===== config.mk =====
export PLATFORM = sky130hd
export DESIGN_NAME = spi_bus_arbiter
export DESIGN_NICKNAME = d
export VERILOG_FILES = /design/src/rtl/spi_bus_arbiter.sv
export SDC_FILE = /design/constraint.sdc
export NUM_CORES = 1
export LEC_CHECK = 0
export ABC_AREA = 1
export BUFFER_PORTS_ARGS = -buffer_cell sky130_fd_sc_hd__buf_2
export CAP_MARGIN = 20
export CORE_UTILIZATION = 52
export CTS_CLUSTER_DIAMETER = 150
export CTS_CLUSTER_SIZE = 16
export DETAILED_ROUTE_END_ITERATION = 8
export HOLD_SLACK_MARGIN = 0.02
export PLACE_DENSITY = 0.86
export SETUP_SLACK_MARGIN = 0.2
export SLEW_MARGIN = 0
export SYNTH_ARGS = -nofsm -noshare
export SYNTH_HDL_FRONTEND = slang
export SYNTH_SLANG_ARGS = --single-unit

===== constraint.sdc =====
create_clock -name clk -period 1.9 [get_ports clk]
set_input_delay 0.095 -clock clk [delete_from_list [all_inputs] [get_ports clk]]
set_output_delay 0.095 -clock clk [all_outputs]
set_load 0.05 [all_outputs]

===== src/rtl/spi_bus_arbiter.sv =====
// Two-master SPI bus arbiter: round-robin ownership of one shared bus, IDLE_GAP idle cycles between owners.
// Define SPI_ARB_TIMEOUT_EN to revoke ownerships after TIMEOUT_CYCLES and mask the offender until it releases req.
module spi_bus_arbiter #(
    parameter int unsigned IDLE_GAP       = 2,
    parameter int unsigned TIMEOUT_CYCLES = 65535
) (
    input  logic       clk,
    input  logic       rst_in_n,
    input  logic [1:0] req,
    output logic [1:0] gnt,
    input  logic       m0_sclk,
    input  logic       m0_mosi,
    input  logic [1:0] m0_ncs,
    output logic       m0_miso,
    input  logic       m1_sclk,
    input  logic       m1_mosi,
    input  logic [1:0] m1_ncs,
    output logic       m1_miso,
    output logic       spi_sclk,
    output logic       spi_mosi,
    output logic [1:0] spi_ncs,
    input  logic       spi_miso,
    output logic       timeout
);

    typedef enum logic [1:0] {S_IDLE, S_OWN0, S_OWN1, S_GAP} state_t;

    localparam logic [3:0]  GAP_LOAD = 4'(IDLE_GAP - 1);
    localparam logic [15:0] CNT_SAT  = 16'(TIMEOUT_CYCLES);

    state_t      state_q, state_d;
    logic [1:0]  gnt_q, gnt_d;
    logic        last_q, last_d;
    logic [15:0] cnt_q, cnt_d;
    logic [15:0] cnt_inc;
    logic [3:0]  gap_q, gap_d;
    logic [1:0]  eligible;
    logic        owner;
    logic        pick;
`ifdef SPI_ARB_TIMEOUT_EN
    logic        timeout_q, timeout_d;
    logic [1:0]  mask_q, mask_d;
`endif

    always_comb begin
        state_d = state_q;
        gnt_d   = gnt_q;
        last_d  = last_q;
        cnt_d   = cnt_q;
        gap_d   = gap_q;
        owner   = (state_q == S_OWN1);
        pick    = 1'b0;
        // The ownership counter saturates at the timeout limit rather than wrapping.
        cnt_inc = (cnt_q >= CNT_SAT) ? cnt_q : cnt_q + 16'd1;
`ifdef SPI_ARB_TIMEOUT_EN
        timeout_d = 1'b0;
        mask_d    = mask_q & req;
        eligible  = req & ~mask_q;
`else
        eligible  = req;
`endif
        case (state_q)
            S_IDLE: begin
                if (eligible != 2'b00) begin
                    pick    = (eligible == 2'b11) ? ~last_q : eligible[1];
                    state_d = pick ? S_OWN1 : S_OWN0;
                    gnt_d   = pick ? 2'b10 : 2'b01;
                    last_d  = pick;
                    cnt_d   = '0;
                end
            end
            S_OWN0, S_OWN1: begin
                cnt_d = cnt_inc;
                if (!req[owner]) begin
                    state_d = S_GAP;
                    gnt_d   = 2'b00;
                    gap_d   = GAP_LOAD;
`ifdef SPI_ARB_TIMEOUT_EN
                end else if (cnt_inc >= CNT_SAT) begin
                    state_d       = S_GAP;
                    gnt_d         = 2'b00;
                    gap_d         = GAP_LOAD;
                    timeout_d     = 1'b1;
                    mask_d[owner] = 1'b1;
`endif
                end
            end
            S_GAP: begin
                if (gap_q == 4'd0) state_d = S_IDLE;
                else               gap_d   = gap_q - 4'd1;
            end
            default: state_d = S_IDLE;
        endcase
    end

    always_ff @(posedge clk) begin
        if (!rst_in_n) begin
            state_q   <= S_IDLE;
            gnt_q     <= 2'b00;
            last_q    <= 1'b1;
            cnt_q     <= '0;
            gap_q     <= '0;
`ifdef SPI_ARB_TIMEOUT_EN
            timeout_q <= 1'b0;
            mask_q    <= 2'b00;
`endif
        end else begin
            state_q   <= state_d;
            gnt_q     <= gnt_d;
            last_q    <= last_d;
            cnt_q     <= cnt_d;
            gap_q     <= gap_d;
`ifdef SPI_ARB_TIMEOUT_EN
            timeout_q <= timeout_d;
            mask_q    <= mask_d;
`endif
        end
    end

    // The bus mux selects on the registered grant itself, so grant and mux can never disagree.
    always_comb begin
        spi_sclk = 1'b0;
        spi_mosi = 1'b1;
        spi_ncs  = 2'b11;
        m0_miso  = 1'b1;
        m1_miso  = 1'b1;
        if (gnt_q[0]) begin
            spi_sclk = m0_sclk;
            spi_mosi = m0_mosi;
            spi_ncs  = m0_ncs;
            m0_miso  = spi_miso;
        end else if (gnt_q[1]) begin
            spi_sclk = m1_sclk;
            spi_mosi = m1_mosi;
            spi_ncs  = m1_ncs;
            m1_miso  = spi_miso;
        end
    end

    assign gnt = gnt_q;
`ifdef SPI_ARB_TIMEOUT_EN
    assign timeout = timeout_q;
`else
    assign timeout = 1'b0;
`endif

endmodule


Word level (Yosys, flattened, before mapping). Index checks and enable logic that the tools add are counted.

Bits in registers: 9. Input port bits: 13. Logic and storage cells: 47.

Add/subtract/negate cells: 1. Magnitude comparators: 1. Eq/ne operators: 8. Muxes and demuxes: 22. Bitwise gates (word level): 1. Reduce and logical (&&, ||, !) cells: 10.

Operator list (number): $mux 2 (7); $mux 1 (10); $reduce_and 3->1 (3); $mux 4 (2); $ne 2x2->1 const B (4); $pmux 4 s2 (1); $eq 2x2->1 const B (3); $pmux 2 s3 (1); $reduce_bool 2->1 (3); $logic_not 4->1 (1); $pmux 2 s2 (1); $sub 4x1->4 const B (1); $eq 2x1->1 const B (1); $logic_not 2->1 (1); $lt 1x2->1 const B (1); $reduce_and 2->1 (1); $reduce_or 2->1 (1); $not 1->1 (1).

Longest topological paths before layout.
Word-level depth: 5. Mapped depth: 9. Depth with buffers taken out: 9.

Least setup slack after synthesis. Ideal clock, no wire load.

Path kind: flip-flop to output port. From: reg gnt_q[0] (netlist: gnt[0]). To: out spi_mosi. Data arrival time: 1390 ps. Required time: 1805 ps. Setup slack: 415 ps. Cell stages (with the launch flop): 4. Path buffers: 0. Cell sequence: dfxtp_1 -> inv_1 -> nand2_1 -> o22a_1.

Cells in the longest elaborated chain, start to end: 1.

RTL lines: start, declared (RTL line 32) `logic [1:0] gnt_q, gnt_d;`; start signal, assigned (RTL line 109) `gnt_q <= gnt_d;`; $mux 1 (RTL line 127) `if (gnt_q[0]) begin`; end, declared (RTL line 20) `output logic spi_mosi,`.

No other way between the ends.

Worst setup path after layout.
From: reg gnt_q[0] (netlist: gnt[0]). To: out spi_sclk.

Cells in the longest elaborated chain, start to end: 1.

RTL lines: $mux 1 (RTL line 127); end, declared (RTL line 19) `output logic spi_sclk,`.

No other way between the ends.

==> results.ini <==
[critical_path]
reg2reg_depth=6
end_kind=output port
r2r_slack_ns=0.54
slowest_delay_ns=0.36
required_ns=1.80
cp_cell_sequence=inv_1 -> nand2_1 -> inv_1 -> a22o_1 -> buf_2
cpMostUsedCell=inv_1
worstSetupStartpointType=flop
path_class=reg -> out
worstPathArrival_ns=1.32
cp_max_fo=5
crit_slowest_cell=dfxtp_1
r2r_start=state_q[0]
r2r-end=gnt[1]

[synth]
synth-main-ff-cell=dfxtp_1
synth_nets=121
avgSynthCellArea_um2=6.60
yosysMostFrequentCell=nand2_1
synth_largest_area_cell=dfxtp_1
syn_area_um2=679
yosys_warnings=0
synthTopCellsByArea=dfxtp_1 (27%), nand2_1 (15%), ha_1 (9.2%)
synth.top_cell.area_share=0.265
ys_seq_area_frac=0.265
synth-edff-count=0
synthesis.instances=103
ys_ff_latch=9
ys_async_sr_fraction=0
synth_common_cells=nand2_1 (27), inv_1 (13), nor2_1 (13)
synth_cell_types=22

[place]
io_buffers=20
placed_cell_area_um2=785
gp_congestion=0.857
dp_hpwl_um=1120
place_ws_ns=0.553

[routing]
dr_total_vias=697
dr.pass1.iters=4
viasPerCell=5.01
drtIter0Drc=7
avgRoutedWirePerCell_um=10.1
drc_errors=0
postRouteAntennaNets=0
totalWireLength_um=1400

[clock_network]
clk_latency_ns=0.26
cts_tree=yes
clock-sinks=9
htree_levels=1
cts_resized=0
clockRootBuffer=clkbuf_4
clockBufferDepth=2
cts_buffers=3
postCtsHoldBufs=0
postCtsSetupBuffers=0
clkTransAtPathRegs_ns=0.06

[sta]
min_period_ns=1.42
final-setup-viol-count=0
finalWorstSetupSlack_ns=0.484
fin_worst_skew_ns=0.00159
fin_crit_sh=0.745
fin_hold_ws_ns=0.126
rsz0062_at_grt=no
fmax_mhz=706
finalSetupTns_ns=0
slew_violations=0
finalHoldViolations=0

[floorplan]
io_pins=22
die_h_um=38.1
die_area_mm2=0.00146
initial_core_util=0.588
core_mm2=0.00116
die_w_um=38.1
row_count=12

[pwr]
vdd_drop_max_mv=0.802
p_per_area_mw_per_mm2=1600
p_leak_nw=0.423

[grt]
antenna_found_initial=0
grt.total_usage=0.220
overflow=0
grt_pass1_wl_um=2240
grt_pass1_vias=635
grt_max_degree=10

[status]
outcome=complete, no violations

[worst_hold_path]
hold_end=last_q
hp-start=rst_in_n
hold_path.class=in -> reg
hold_depth=2

[cells_and_area]
post-route-util=0.701
fin_area_um2=811
multi_input_area_um2=427
insertedDiodeCount=0
area_delta_synth_final_pct=19.3
nNetsFinal=144
register_area_um2=180
drive_gt1_frac=0.264
fillerInstances=99

[job]
drv_cap=0

## sequential cells by signal, summed over array words and instances, names as in the netlist
name,flops
gnt,2
state_q,2
gap_q,4
last_q,1
## power by group
part           internal [mW]  total [mW]  switching [mW]
sequential             0.255       0.302          0.0469
clock                 0.0810       0.150          0.0690
combinational          0.277       0.841           0.565
total                  0.613        1.29           0.681
## layout by cell type (no fill, tap or decap), types with 5 or more instances in the layout
| cell type | count |
|---|---|
| nand3_1 | 7 |
| nor2_1 | 13 |
| buf_2 | 20 |
| a21oi_1 | 5 |
| nand2_1 | 27 |
| ha_1 | 5 |
| inv_1 | 13 |
| dfxtp_1 | 9 |
## worst max path at each step
stage	end	slack, ns	startpoint	cells after the start
detailed placement	state_q[0]	0.55	state_q[0]	7
CTS	spi_sclk	0.48	gnt[0]	5
floorplan	spi_mosi	0.41	gnt[0]	3
finish	spi_sclk	0.48	gnt[0]	5
global placement	gnt[1]	0.62	state_q[0]	6
global route	spi_sclk	0.41	gnt[0]	5
## area by class of cell
class,instances,share of cell area
tap,14,0.0216
timing repair buffer,20,0.123
inverter,16,0.0741
clock buffer,4,0.0324
multi-input combinational,76,0.526
sequential,9,0.222
## layer usage
layer / vias to the layer above / GRT usage / wire length (µm)
li1: 367 / - / -
met1: 305 / 0.213 / 574
met2: 23 / 0.445 / 712
met3: 2 / 0.0523 / 98
met4: 0 / 0.0625 / 14
met5: - / 0 / 0
## per-stage QoR
stage | total power [mW] | instances
after floorplan | 0.986 | 103
after global placement | 1.11 | 135
after detailed placement | 1.15 | 135
after CTS | 1.30 | 139
after global routing | 1.40 | 139
final | 1.29 | 139
## kinds of logic after synthesis
kind of cell    count (synthesis)  synth area share
compound gates                 11             0.103
fa+ha+maj                       5            0.0921
buf+inv                        18             0.107
flops                           9             0.265
other cells                     1           0.00552
simple gates                   59             0.427
## critical path: cells and delay by family, from the launching register on
family | cells | cell delay (ns)
AO/OA/AOI/OAI | 1 | 0.17
buffers and inverters | 3 | 0.39
AND/OR/NAND/NOR | 1 | 0.14
flip-flops | 1 | 0.36
Note: power is estimated with default switching activity, not from simulation.
